--- config.mk ---
export PLATFORM = sky130hd
export DESIGN_NAME = uart_tx_en
export DESIGN_NICKNAME = d
export VERILOG_FILES = /design/src/rtl/uart_pkg.sv /design/src/rtl/uart_tx_en.sv
export SDC_FILE = /design/constraint.sdc
export NUM_CORES = 1
export LEC_CHECK = 0
export ABC_CLOCK_PERIOD_IN_PS = 3800
export CORE_ASPECT_RATIO = 1.75
export CORE_MARGIN = 8
export CORE_UTILIZATION = 30
export CTS_BUF_LIST = sky130_fd_sc_hd__clkbuf_8 sky130_fd_sc_hd__clkbuf_16
export CTS_CLUSTER_SIZE = 10
export DETAILED_ROUTE_END_ITERATION = 12
export HOLD_SLACK_MARGIN = 0.08
export RECOVER_POWER = 25
export SYNTH_ARGS = -nofsm -noshare
export SYNTH_HDL_FRONTEND = slang
export SYNTH_SLANG_ARGS = --single-unit
--- constraint.sdc ---
create_clock -name clk -period 3.8 [get_ports clk]
set_clock_uncertainty 0.1 [all_clocks]
set_input_delay 0.95 -clock clk [delete_from_list [all_inputs] [get_ports clk]]
set_output_delay 0.95 -clock clk [all_outputs]
set_load 0.01 [all_outputs]
--- src/rtl/uart_pkg.sv ---
// Shared UART definitions: tx state encoding, default oversample ratio and parity helper.
// The PARITY state is present only when UART_TX_PARITY_EN is defined.
package uart_pkg;

    localparam int UART_DEFAULT_OVERSAMPLE = 16;

    typedef enum logic [2:0] {
        TX_IDLE   = 3'd0,
        TX_START  = 3'd1,
        TX_DATA   = 3'd2,
`ifdef UART_TX_PARITY_EN
        TX_PARITY = 3'd3,
`endif
        TX_STOP   = 3'd4
    } txState_t;

    // Even parity: the parity bit makes the total count of ones even.
    function automatic logic evenParity(input logic [7:0] b);
        return ^b;
    endfunction

endpackage

--- src/rtl/uart_tx_en.sv ---
// UART transmitter paced by an external oversample tick (en); 8N1 frames, back-to-back capable.
// Optional even-parity bit between data and stop when UART_TX_PARITY_EN is defined.
module uart_tx_en
    import uart_pkg::*;
#(
    parameter int Oversample = UART_DEFAULT_OVERSAMPLE
) (
    input  logic       clk,
    input  logic       reset,
    input  logic       en,
    input  logic [7:0] data,
    input  logic       valid,
    output logic       ready,
    output logic       out,
    output logic       done
);

    localparam int CntW = $clog2(Oversample);
    localparam logic [CntW-1:0] CntLoad = CntW'(Oversample - 1);

    txState_t        state;
    logic [CntW-1:0] sampleCount;
    logic [2:0]      bitCount;
    logic [7:0]      shiftReg;
`ifdef UART_TX_PARITY_EN
    logic            parityBit;
`endif

    logic bitEnd;
    logic accept;

    // Ready in STOP only on the cycle that completes it, so a new byte
    // accepted there always coincides with the done pulse.
    assign bitEnd = en && (sampleCount == '0);
    assign ready  = (state == TX_IDLE) || ((state == TX_STOP) && bitEnd);
    assign accept = valid && ready;

    always_ff @(posedge clk) begin
        if (reset) begin
            state       <= TX_IDLE;
            out         <= 1'b1;
            done        <= 1'b0;
            sampleCount <= CntLoad;
            bitCount    <= 3'd0;
            shiftReg    <= 8'd0;
`ifdef UART_TX_PARITY_EN
            parityBit   <= 1'b0;
`endif
        end else begin
            done <= 1'b0;
            if (accept) begin
                state       <= TX_START;
                out         <= 1'b0;
                shiftReg    <= data;
                sampleCount <= CntLoad;
                bitCount    <= 3'd0;
                done        <= (state == TX_STOP);
`ifdef UART_TX_PARITY_EN
                parityBit   <= evenParity(data);
`endif
            end else if (en && (state != TX_IDLE)) begin
                if (sampleCount != '0) begin
                    sampleCount <= sampleCount - 1'b1;
                end else begin
                    sampleCount <= CntLoad;
                    case (state)
                        TX_START: begin
                            state    <= TX_DATA;
                            out      <= shiftReg[0];
                            shiftReg <= {1'b0, shiftReg[7:1]};
                            bitCount <= 3'd0;
                        end
                        TX_DATA: begin
                            if (bitCount == 3'd7) begin
`ifdef UART_TX_PARITY_EN
                                state <= TX_PARITY;
                                out   <= parityBit;
`else
                                state <= TX_STOP;
                                out   <= 1'b1;
`endif
                            end else begin
                                out      <= shiftReg[0];
                                shiftReg <= {1'b0, shiftReg[7:1]};
                                bitCount <= bitCount + 3'd1;
                            end
                        end
`ifdef UART_TX_PARITY_EN
                        TX_PARITY: begin
                            state <= TX_STOP;
                            out   <= 1'b1;
                        end
`endif
                        TX_STOP: begin
                            state <= TX_IDLE;
                            out   <= 1'b1;
                            done  <= 1'b1;
                        end
                        default: begin
                            state <= TX_IDLE;
                            out   <= 1'b1;
                        end
                    endcase
                end
            end
        end
    end

endmodule

==> flow_metrics.py, run 1 <==
metrics = {
    "timing": {
        "period_share_pct": 95.75,
        "max_freq_mhz": 274.8,
        "rsz0062_at_grt": "no",
        "tightest_slew_ns": 0.6793,
        "slew_headroom_pct": 54.72,
        "fin_setup_tns_ns": 0,
        "slew_violations": 0,
        "min_period_ns": 3.639,
        "setup_violations": 0,
        "finalHoldViolCount": 0,
        "hold_ws_ns": 0.3625,
    },
    "cts": {
        "cts_setup_buffers": 0,
        "root_buffer": "clkbuf_8",
        "clock_latency_ns": 0.25,
        "clock-sinks": 20,
        "cts_tree": "built",
        "numCtsBuffers": 3,
        "cts-resized-gates": 0,
        "ctsHoldBuffers": 0,
        "cts_max_level": 1,
        "clk_path_buf_depth": 2,
        "path_clk_slew_ns": 0.07,
    },
    "routing": {
        "dr.first_iter.drc_count": 12,
        "drc_errors": 0,
        "num_vias": 848,
        "drtPass1Iterations": 4,
        "drt-total-wl_mm": 2.124,
        "routedWlPerCell_um": 12.42,
        "vias_per_cell": 4.959,
        "ant_nets": 0,
    },
    "power": {
        "leakagePower_nw": 0.4405,
        "power.density_mw_per_mm2": 357.4,
        "peakVddDrop_v": 0.0001632,
        "power_w": 0.0004396,
    },
    "synth": {
        "avgSynthCellArea_um2": 9.039,
        "synthMuxAreaShare_pct": 0,
        "ys_seq_area_share_pct": 38.19,
        "synthesis.area_mm2": 0.001049,
        "yosys.area_share.xor_xnor_pct": 0,
        "synth-seq-cells": 20,
        "synth_warnings": 0,
        "ys_types": 31,
        "yosys.area_share.simple_pct": 23.99,
        "synth_top_family_by_area": "compound AO/OA/AOI/OAI gates",
        "synth_nets": 132,
        "synth_fa_ha_area_share_pct": 4.773,
        "synth_compound_area_share_pct": 24.58,
        "postSynthCellCount": 116,
    },
    "setup_path": {
        "worstPathArrival_ns": 2.59,
        "ff2ff_setup_slack_ns": 1.56,
        "crit_chain": "clkdlybuf4s50_1, nand4bb_1, a211oi_1, clkdlybuf4s50_1",
        "start_kind": "input port",
        "critical-path-top-delay-family": "buffers and inverters",
        "required_ns": 2.75,
        "critPathMaxFanout": 3,
        "crit_buf_inv": 2,
        "cpMostUsedCell": "clkdlybuf4s50_1",
        "criticalPathCategory": "input port to output port",
        "end_kind": "output port",
        "slowest_delay_ns": 0.61,
        "crit_slowest_cell": "clkdlybuf4s50_1",
    },
    "job": {
        "cap_violations": 0,
    },
    "finish": {
        "fill_cells": 361,
        "fin_nets": 143,
        "final_cell_mix": "nand2_1 (23), dfxtp_1 (20), clkdlybuf4s50_1 (11)",
        "final_common_cell": "nand2_1",
        "diodes": 0,
        "syn_to_final_growth_pct": 17.30,
        "drive_gt1_share_pct": 12.70,
        "fin_cells": 171,
        "utilization_pct": 36.57,
    },
    "die": {
        "top_level_ports": 15,
        "core_area_mm2": 0.003363,
        "design.die.area_mm2": 0.005717,
        "die_y_um": 94.21,
        "initial_core_util_pct": 31.18,
        "placementRows": 28,
        "dieWidth_um": 60.69,
    },
    "place": {
        "placed_cells": 167,
        "place.gp.congestion": 0.7712,
        "dp_hpwl_mm": 1.554,
        "port_buffers": 14,
    },
    "grt": {
        "grtUsageTotal_pct": 8.155,
        "first_global_vias": 868,
        "antenna_found_initial": 0,
        "grt_max_degree": 19,
        "overflow": 0,
        "grt_pass1_wl_mm": 3.753,
    },
    "min_path": {
        "hold_path_class": "flop to flop",
    },
    "outcome": {
        "status": "finished clean",
    },
}
[where the power goes]
| part | switching [W] | internal [W] | total, W |
|---|---|---|---|
| sequential | 0.00000658 | 0.000219 | 0.000226 |
| clock | 0.0000696 | 0.0000921 | 0.000162 |
| combinational | 0.0000257 | 0.0000267 | 0.0000524 |
[state kept, by name, summed over array words and instances (netlist names)]
| signal | cells |
|---|---|
| shiftReg | 8 |
| sampleCount | 4 |
| bitCount | 3 |
| state | 3 |
| done | 1 |
| out | 1 |
[worst reg2reg max path: stages, from the launching register on]
cell and delay (ns):
dfxtp_1 0.32, inv_1 0.10, ha_1 0.17, nand4bb_1 0.14, buf_4 0.20, a2111o_1 0.71, a221o_1 0.40
[synthesized netlist by cell type]
master,count,area [um2]
a21oi_1,9,45.04
or3b_2,1,8.760
dfxtp_1,20,400.4
nor3b_1,2,15.01
nor2_1,8,30.03
ha_1,4,50.05
buf_4,1,7.510
a21o_2,1,8.760
a21oi_4,1,16.27
nand4bb_1,1,11.26
or4b_4,1,13.76
nand2_1,23,86.33
a211oi_1,1,7.510
clkbuf_1,1,3.750
o31a_1,1,8.760
o21a_1,1,7.510
nand3_1,5,25.02
inv_1,3,11.26
o21ai_0,3,15.01
nand3b_1,2,15.01
buf_6,5,56.30
nand2b_1,3,18.77
nor3_1,3,15.01
a2111o_1,1,11.26
a22oi_1,1,7.510
buf_2,2,10.01
a221o_1,1,10.01
nor4_1,1,6.260
o211ai_1,2,15.01
a311oi_2,7,105.1
nand4_1,1,6.260
[layout make-up]
class / count / area, um2 / share of cell area (%)
Timing Repair Buffer: 15 / 147.6 / 12.00
Multi-Input combinational cell: 84 / 559.3 / 45.47
Inverter: 3 / 11.26 / 0.9156
Sequential cell: 20 / 400.4 / 32.55
Clock buffer: 4 / 55.05 / 4.476
Tap cell: 45 / 56.30 / 4.578
[final timing paths]
kind / start / end / depth (start not counted)
min: bitCount[1]$_SDFFE_PP0P_ / bitCount[1]$_SDFFE_PP0P_ / 2
max reg2reg: sampleCount[1]$_SDFFE_PP1P_ / out$_SDFFE_PP1P_ / 6
min reg2reg: bitCount[1]$_SDFFE_PP0P_ / bitCount[1]$_SDFFE_PP0P_ / 2
max: en / ready / 4
[kinds of logic after synthesis]
kind of cell,after synthesis
simple gates,51
compound gates,29
flops,20
buf+inv,12
fa+ha+maj,4
[stage by stage]
stage	instance area [um2]	worst slack, ns
2_1_floorplan	1049	1.073
3_3_place_gp	1175	0.2230
3_5_place_dp	1175	0.1392
4_1_cts	1230	0.1245
5_1_grt	1230	0.06906
6_report	1230	0.1613
[metal layers]
layer / track usage, % / part of all wire [%] / vias up / routed length [um]
met5: 0 / 0 / - / 0
li1: - / - / 438 / -
met3: 2.332 / 4.9 / 2 / 105
met4: 2.935 / 0.80 / 0 / 17
met2: 12.68 / 46 / 14 / 972
met1: 10.22 / 48 / 394 / 1029
Power figures use the tool's default switching activity.
==> run 2, diff against run 1 <==
ABC_CLOCK_PERIOD_IN_PS = 3780   (was 3800)
clock period = 3.78 ns   (was 3.8 ns; I/O delays follow)
==> run 2 against run 1 <==
  * First-iteration DRC count rose by 140%
  * Critical path depth stayed put
  * Non-clock buffer count did not move
  * Clock power about the same
  * Global-route usage is 0.16 points higher
  * Sequential power hardly changed
  * Cell count unchanged
  * Total power is 0.83% higher
  * Largest power group unchanged
  * Register-to-register slack got worse by 0.03 ns
  * Die area stayed put
  * Cell area did not move
==> flow_metrics.py, run 2 (synthesized netlist as in run 1, its figures left out) <==
metrics = {
    "timing": {
        "finalHoldViolCount": 0,
        "fin_setup_tns_ns": 0,
        "rsz0062_at_grt": "no",
        "tightest_slew_ns": 0.6616,
        "slew_violations": 0,
        "period_share_pct": 95.77,
        "max_freq_mhz": 276.2,
        "slew_headroom_pct": 55.89,
        "min_period_ns": 3.620,
        "setup_violations": 0,
        "fin_ws_ns": 0.1597,
        "hold_ws_ns": 0.3649,
    },
    "routing": {
        "num_vias": 871,
        "vias_per_cell": 5.094,
        "routedWlPerCell_um": 12.15,
        "drc_errors": 0,
        "drtPass1Iterations": 4,
        "ant_nets": 0,
        "dr.first_iter.drc_count": 29,
        "drt-total-wl_mm": 2.078,
    },
    "die": {
        "die_y_um": 94.21,
        "placementRows": 28,
        "top_level_ports": 15,
        "design.die.area_mm2": 0.005717,
        "initial_core_util_pct": 31.18,
        "core_area_mm2": 0.003363,
        "dieWidth_um": 60.69,
    },
    "power": {
        "power.density_mw_per_mm2": 360.4,
        "power_w": 0.0004433,
        "peakVddDrop_v": 0.0001430,
        "leakagePower_nw": 0.4405,
    },
    "grt": {
        "overflow": 0,
        "antenna_found_initial": 0,
        "grt_max_degree": 19,
        "grt_pass1_wl_mm": 3.753,
        "grtUsageTotal_pct": 8.315,
        "first_global_vias": 888,
    },
    "finish": {
        "fill_cells": 377,
        "largest_register_ffs": 8,
        "regMostFlops": "shiftReg",
        "syn_to_final_growth_pct": 17.30,
        "drive_gt1_share_pct": 12.70,
        "final_common_cell": "nand2_1",
        "final_cell_mix": "nand2_1 (23), dfxtp_1 (20), clkdlybuf4s50_1 (11)",
        "reg.largest.list": "shiftReg: 8 flops, sampleCount: 4 flops",
        "fin_nets": 143,
        "diodes": 0,
    },
    "job": {
        "cap_violations": 0,
    },
    "place": {
        "place.gp.congestion": 0.7665,
        "dp_hpwl_mm": 1.534,
        "port_buffers": 14,
        "place_worst_setup_slack_ns": 0.1567,
    },
    "cts": {
        "path_clk_slew_ns": 0.07,
        "root_buffer": "clkbuf_8",
        "cts_setup_buffers": 0,
        "ctsHoldBuffers": 0,
        "clk_path_buf_depth": 2,
        "cts-resized-gates": 0,
        "clock_latency_ns": 0.26,
        "numCtsBuffers": 3,
        "cts_max_level": 1,
        "clock-sinks": 20,
        "cts_tree": "built",
    },
    "min_path": {
        "hold_path_class": "flop to flop",
    },
    "setup_path": {
        "required_ns": 2.73,
        "critPathMaxFanout": 3,
        "end_kind": "output port",
        "worstPathArrival_ns": 2.58,
        "criticalPathCategory": "input port to output port",
        "start_kind": "input port",
    },
    "outcome": {
        "status": "finished clean",
    },
}
run 2: cell counts in the layout (fill, tap and decap cells not counted):
No cell type changed its count.
run 2: stage by stage:
stage,std cells,area (um2),util [%]
finish,171,1230,36.57
CTS,171,1230,36.57
global route,171,1230,36.57
global placement,167,1175,34.93
floorplan,116,1049,-
detailed placement,167,1175,34.93
run 2: critical path, stage by stage:
cell	delay, ns
clkdlybuf4s50_1	0.51
nand4bb_1	0.15
a211oi_1	0.37
clkdlybuf4s50_1	0.61
run 2: layout make-up:
cell class                      instances  area (um2)  area share, %
Multi-Input combinational cell         84       559.3          45.47
Sequential cell                        20       400.4          32.55
Timing Repair Buffer                   15       147.6          12.00
Tap cell                               45       56.30          4.578
Clock buffer                            4       55.05          4.476
Inverter                                3       11.26         0.9156
run 2: path summary, 6_finish.rpt:
| kind | from | to | slack, ns | cells past startpoint |
|---|---|---|---|---|
| max | en | ready | 0.16 | 4 |
| min | bitCount[1]$_SDFFE_PP0P_ | bitCount[1]$_SDFFE_PP0P_ | 0.36 | 2 |
| max reg2reg | sampleCount[0]$_SDFFE_PP1P_ | out$_SDFFE_PP1P_ | 1.53 | 6 |
| min reg2reg | bitCount[1]$_SDFFE_PP0P_ | bitCount[1]$_SDFFE_PP0P_ | 0.36 | 2 |
run 2: power breakdown:
part	internal, W	switching (W)	total [W]
clock network	0.0000928	0.0000712	0.000164
registers	0.000220	0.00000649	0.000227
logic	0.0000269	0.0000257	0.0000526
total	0.000340	0.000103	0.000443
run 2: per-layer routing:
metal / GRT usage [%] / wire (um)
met5: 0 / 0
met4: 5.088 / 48
met3: 2.469 / 106
met2: 12.50 / 966
met1: 9.905 / 956
==> edit 1, RTL diff (flow settings as in run 2) <==
Build with the macro `UART_TX_PARITY_EN` defined.
--- a/src/rtl/uart_pkg.sv
+++ b/src/rtl/uart_pkg.sv
@@ -1,5 +1,7 @@
 // Shared UART definitions: tx state encoding, default oversample ratio and parity helper.
 // The PARITY state is present only when UART_TX_PARITY_EN is defined.
+`define UART_TX_PARITY_EN
+
 package uart_pkg;
 
     localparam int UART_DEFAULT_OVERSAMPLE = 16;
Formal check against the unedited RTL: no difference found for any inputs over 10 cycles, from zero or initial values and one cycle with reset high; that may be too few to reach the edited logic, so the function may still have changed.
==> edit 1 against run 2 <==
Routed wire length increased by 20%. Total power increased by 6.1%. Final area increased by 12%. Maximum frequency increased by 4.7%. Synthesized area increased by 11%. Core utilization decreased by 0.13 points. Register-to-register slack got worse by 50 ps. Sequential cell count increased by 1. Worst setup slack improved by 160 ps.
==> edit 1: results (changes against run 2) <==
| Parameter | Value | Change |
|---|---|---|
| Clock tree cell share of total cell area | 3.26% | was 4.48% |
| M1 wire length | 1110 microns | was 956 microns |
| Comb_multi_in | 93 | was 84 |
| Data arrival time at the worst-slack endpoint | 2410 ps | was 2580 ps |
| Static Leak | 0.532 nW | was 0.440 nW |
| Area after detailed placement | 1340 sq um | was 1170 sq um |
| Adder and majority gate portion of the synthesized area | 4.29% | was 4.77% |
| Number of fillers in the final layout | 388 | was 377 |
| Non-clock inverter instance count of the final layout | 6 | was 3 |
| Global-route track usage on met1 | 8.32% | was 9.90% |
| Cell types with the largest area share after synthesis | sky130_fd_sc_hd__dfxtp_1, sky130_fd_sc_hd__mux2i_1, sky130_fd_sc_hd__xnor2_1 | was sky130_fd_sc_hd__dfxtp_1, sky130_fd_sc_hd__a311oi_2, sky130_fd_sc_hd__nand2_1 |
| Count of clock tree sinks | 21 | was 20 |
| Reg2Reg Setup Slack | 1480 ps | was 1530 ps |
| Run status | finished, final reports clean | unchanged |
| Non-clock buffers, area share | 11.0% | was 12.0% |
| Net count after synthesis | 143 | was 132 |
| Fin Hold WS | 399 ps | was 365 ps |
| Post-DR wirelength/cell | 13.2 microns | was 12.2 microns |
| Number of design-rule violations left by the first detailed-router iteration | 19 | was 29 |
| Delay contributed by the slowest stage of the critical path | 560 ps | was 610 ps |
| Fraction of the core area covered by cells at the end of the flow | 36.4% | was 36.6% |
| Fraction of area in registers | 30.4% | was 32.6% |
| Final HPWL DP | 1840 microns | was 1530 microns |
| Most frequent cells after synthesis | sky130_fd_sc_hd__dfxtp_1, sky130_fd_sc_hd__a21oi_1, sky130_fd_sc_hd__mux2i_1 | was sky130_fd_sc_hd__nand2_1, sky130_fd_sc_hd__dfxtp_1, sky130_fd_sc_hd__a21oi_1 |
| GP Congestion | 0.702 | was 0.767 |
| Number of cells on the worst reg-to-reg path | 8 | was 6 |
| Layout cell share with drive strength beyond 1 | 7.86% | was 12.7% |
| Vias in the first global route | 958 | was 888 |
| M2 GR Usage | 15.2% | was 12.5% |
| Clock buf count | 3 | was 4 |
| Post-Place Cells | 184 | was 167 |
| Mux cell area share after synthesis | 9.44% | was 0% |
| Placement-stage worst setup slack | 356 ps | was 157 ps |
| Total number of nets in the final design | 157 | was 143 |
| Maximum fanout count along the critical path | 2 | was 3 |
## edit 1: cell count changes after synthesis, moves of 7 or more
cell                       change
sky130_fd_sc_hd__a311oi_2      -7
sky130_fd_sc_hd__o31ai_1       +8
sky130_fd_sc_hd__nand2_1      -16
sky130_fd_sc_hd__mux2i_1      +11
sky130_fd_sc_hd__xnor2_1      +10
## edit 1: power groups by stage
stage / clock network [mW] / registers [mW] / logic [mW]
4_1_cts: 0.155 / 0.241 / 0.0816
2_1_floorplan: 0 / 0.243 / 0.0582
3_5_place_dp: 0 / 0.246 / 0.0811
5_1_grt: 0.160 / 0.243 / 0.0883
6_report: 0.150 / 0.241 / 0.0800
3_3_place_gp: 0 / 0.246 / 0.0791
## edit 1: worst min-delay path: stages (launching register included)
cell and delay, ps:
sky130_fd_sc_hd__dfxtp_1 350, sky130_fd_sc_hd__xnor2_1 70, sky130_fd_sc_hd__nand2_1 50
==> edit 2, RTL diff (config.mk and constraints of run 2) <==
Without the edit above. The 4 states of `txState_t` get a one-hot encoding in 4 bits.
--- a/src/rtl/uart_pkg.sv
+++ b/src/rtl/uart_pkg.sv
@@ -4,14 +4,14 @@
 
     localparam int UART_DEFAULT_OVERSAMPLE = 16;
 
-    typedef enum logic [2:0] {
-        TX_IDLE   = 3'd0,
-        TX_START  = 3'd1,
-        TX_DATA   = 3'd2,
+    typedef enum logic [3:0] {
+        TX_IDLE   = 4'b0001,
+        TX_START  = 4'b0010,
+        TX_DATA   = 4'b0100,
 `ifdef UART_TX_PARITY_EN
         TX_PARITY = 3'd3,
 `endif
-        TX_STOP   = 3'd4
+        TX_STOP   = 4'b1000
     } txState_t;
 
     // Even parity: the parity bit makes the total count of ones even.
Formal check against the unedited RTL: same outputs for any inputs over 10 cycles, from zero or initial values and one cycle with reset high; not proved beyond that.
==> edit 2 against run 2 <==
Sequential power increased by 8%. Synthesized area up 7.6%. Final area up 8.7%. Routed wire length is 29% higher. Total power rose by 11%. Sequential cell count rose by 1. Count of clock-buffer cells in the layout is 1 lower. Worst setup slack gained 5.2 ps. Critical path type unchanged. Highest routed layer unchanged.
==> edit 2: results (changes against run 2) <==
| Parameter | Value | Change |
|---|---|---|
| Number of antenna diodes | 0 | unchanged |
| # resized after CTS | 0 | unchanged |
| Maximum clock path buffer count | 2 | unchanged |
| Data arrival time at the worst-slack endpoint | 2570 ps | was 2580 ps |
| Registers with the most flip-flops | shiftReg (8), sampleCount (4), state (4) | was shiftReg (8), sampleCount (4) |
| Total number of H-tree levels | 1 | unchanged |
| M1 wire length | 1180 microns | was 956 microns |
| Antenna violations before repair | 0 | unchanged |
| Insertion delay to the later sink of the worst-skew pair | 260 ps | about the same |
| Delay contributed by the slowest stage of the critical path | 530 ps | was 610 ps |
| GP Congestion | 0.887 | was 0.767 |
| Number of design-rule violations left by the first detailed-router iteration | 30 | was 29 |
| Total number of nets in the final design | 159 | was 143 |
| Number of buffers inserted by port buffering | 14 | unchanged |
| Class of the most critical hold timing path | reg -> reg | unchanged |
| Via count | 1,016 | was 871 |
| Post-Syn Instances | 131 | was 116 |
| Count of different cell masters after synthesis | 45 | was 31 |
| Placement-stage worst setup slack | 210 ps | was 157 ps |
| Most frequently used flop master after synthesis | sky130_fd_sc_hd__dfxtp_1 | unchanged |
| Post-DR wirelength/cell | 14.3 microns | was 12.2 microns |
| Length of the first detailed-routing pass in iterations | 4 | unchanged |
| Clock slew at the register clock pins of the worst setup and hold paths | 80 ps |  |
| Layout cell share with drive strength beyond 1 | 8.45% | was 12.7% |
| Number of fillers in the final layout | 391 | was 377 |
| Most frequent cells after synthesis | sky130_fd_sc_hd__nand2_1, sky130_fd_sc_hd__dfxtp_1, sky130_fd_sc_hd__a21oi_1 | unchanged |
| Highest routing layer actually used | met4 | unchanged |
| Maximum fanout count along the critical path | 6 | was 3 |
| VDD IR-drop max | 0.259 mV | was 0.143 mV |
| Critical-path cell with the highest stage delay | sky130_fd_sc_hd__clkdlybuf4s50_1 | unchanged |
| Postcts setup bufs | 0 | unchanged |
| Slew at the pin closest to its max-slew limit | 627 ps | was 662 ps |
| Number of vias per cell after detailed routing | 5.40 | was 5.09 |
| Yosys warnings | 0 | unchanged |
| Total of max-cap violations | 0 | unchanged |
| Net count after synthesis | 147 | was 132 |
| Sequential cell area fraction in the yosys report | 37.3% | was 38.2% |
| Routed met3 length | 123 microns | was 106 microns |
| Root buf cell | sky130_fd_sc_hd__clkbuf_8 | unchanged |
| Cts bufs inserted | 3 | unchanged |
| GRT Total Usage | 9.09% | was 8.32% |
| Global-route wire length before repair | 4640 microns | was 3750 microns |
| Post-synth ARST share | 0% | unchanged |
| Pin count of the biggest net entering global routing | 13 | was 19 |
| Flip-flop count of the largest register after layout | 8 | unchanged |
| Post-Place Cells | 184 | was 167 |
| Final HPWL DP | 2010 microns | was 1530 microns |
| Length of routed met2 wiring | 1330 microns | was 966 microns |
| Run status | finished, final reports clean | unchanged |
| Static Leak | 0.500 nW | was 0.440 nW |
| Cell types with the largest area share after synthesis | sky130_fd_sc_hd__dfxtp_1, sky130_fd_sc_hd__nand2_1, sky130_fd_sc_hd__o31ai_1 | was sky130_fd_sc_hd__dfxtp_1, sky130_fd_sc_hd__a311oi_2, sky130_fd_sc_hd__nand2_1 |
edit 2: changes by cell type after synthesis, moves of 4 or more:
cell                       change
sky130_fd_sc_hd__buf_6         -4
sky130_fd_sc_hd__a31oi_1       +8
sky130_fd_sc_hd__a311oi_2      -7
sky130_fd_sc_hd__nor2_1        -4
sky130_fd_sc_hd__o31ai_1       +7
sky130_fd_sc_hd__clkbuf_1      +4
edit 2: kinds of logic after synthesis:
kind of cell	Yosys count	synth area share, %
AND/OR/NAND/NOR	50	24.2
AO/OA/AOI/OAI	37	24.4
flip-flops	21	37.3
buffers and inverters	15	6.54
adder cells (fa/ha/maj)	4	4.43
XOR/XNOR	3	2.33
multiplexers	1	0.887
edit 2: worst paths after layout:
check | start | end | slack [ps] | cells after the start
worst max register to register | bitCount[0] | bitCount[0] | 1430 | 6
worst max-delay path | en | ready | 160 | 5
worst min register to register | bitCount[2] | bitCount[2] | 370 | 2
worst min-delay path | bitCount[2] | bitCount[2] | 370 | 2
edit 2: report_power, final:
group	internal (mW)	switching [mW]
Sequential	0.236	0.0106
Combinational	0.0433	0.0525
Clock	0.0734	0.0746
edit 2: layout make-up:
class | count | share of cell area [%]
timing repair buffer | 15 | 11.0
clock inverter | 1 | 0.374
clock buffer | 3 | 3.09
multi-input combinational | 95 | 47.4
sequential | 21 | 31.4
tap | 46 | 4.30
inverter | 7 | 2.34
edit 2: per-layer routing:
| layer | global-route usage (%) | up-vias |
|---|---|---|
| met4 | 5.12 | 0 |
| met5 | 0 | - |
| li1 | - | 498 |
| met1 | 9.89 | 479 |
| met3 | 1.96 | 6 |
| met2 | 15.7 | 33 |
edit 2: critical path, delay by kind of cell:
| kind | cells | cell delay, ps |
|---|---|---|
| buffers and inverters | 3 | 1150 |
| AO/OA/AOI/OAI | 1 | 100 |
| AND/OR/NAND/NOR | 1 | 370 |
edit 2: through the flow:
step	hold WS (ps)	area, sq um
after floorplan	334	1130
final	373	1340
after detailed placement	364	1290
after CTS	376	1340
after global placement	346	1290
after global routing	400	1340
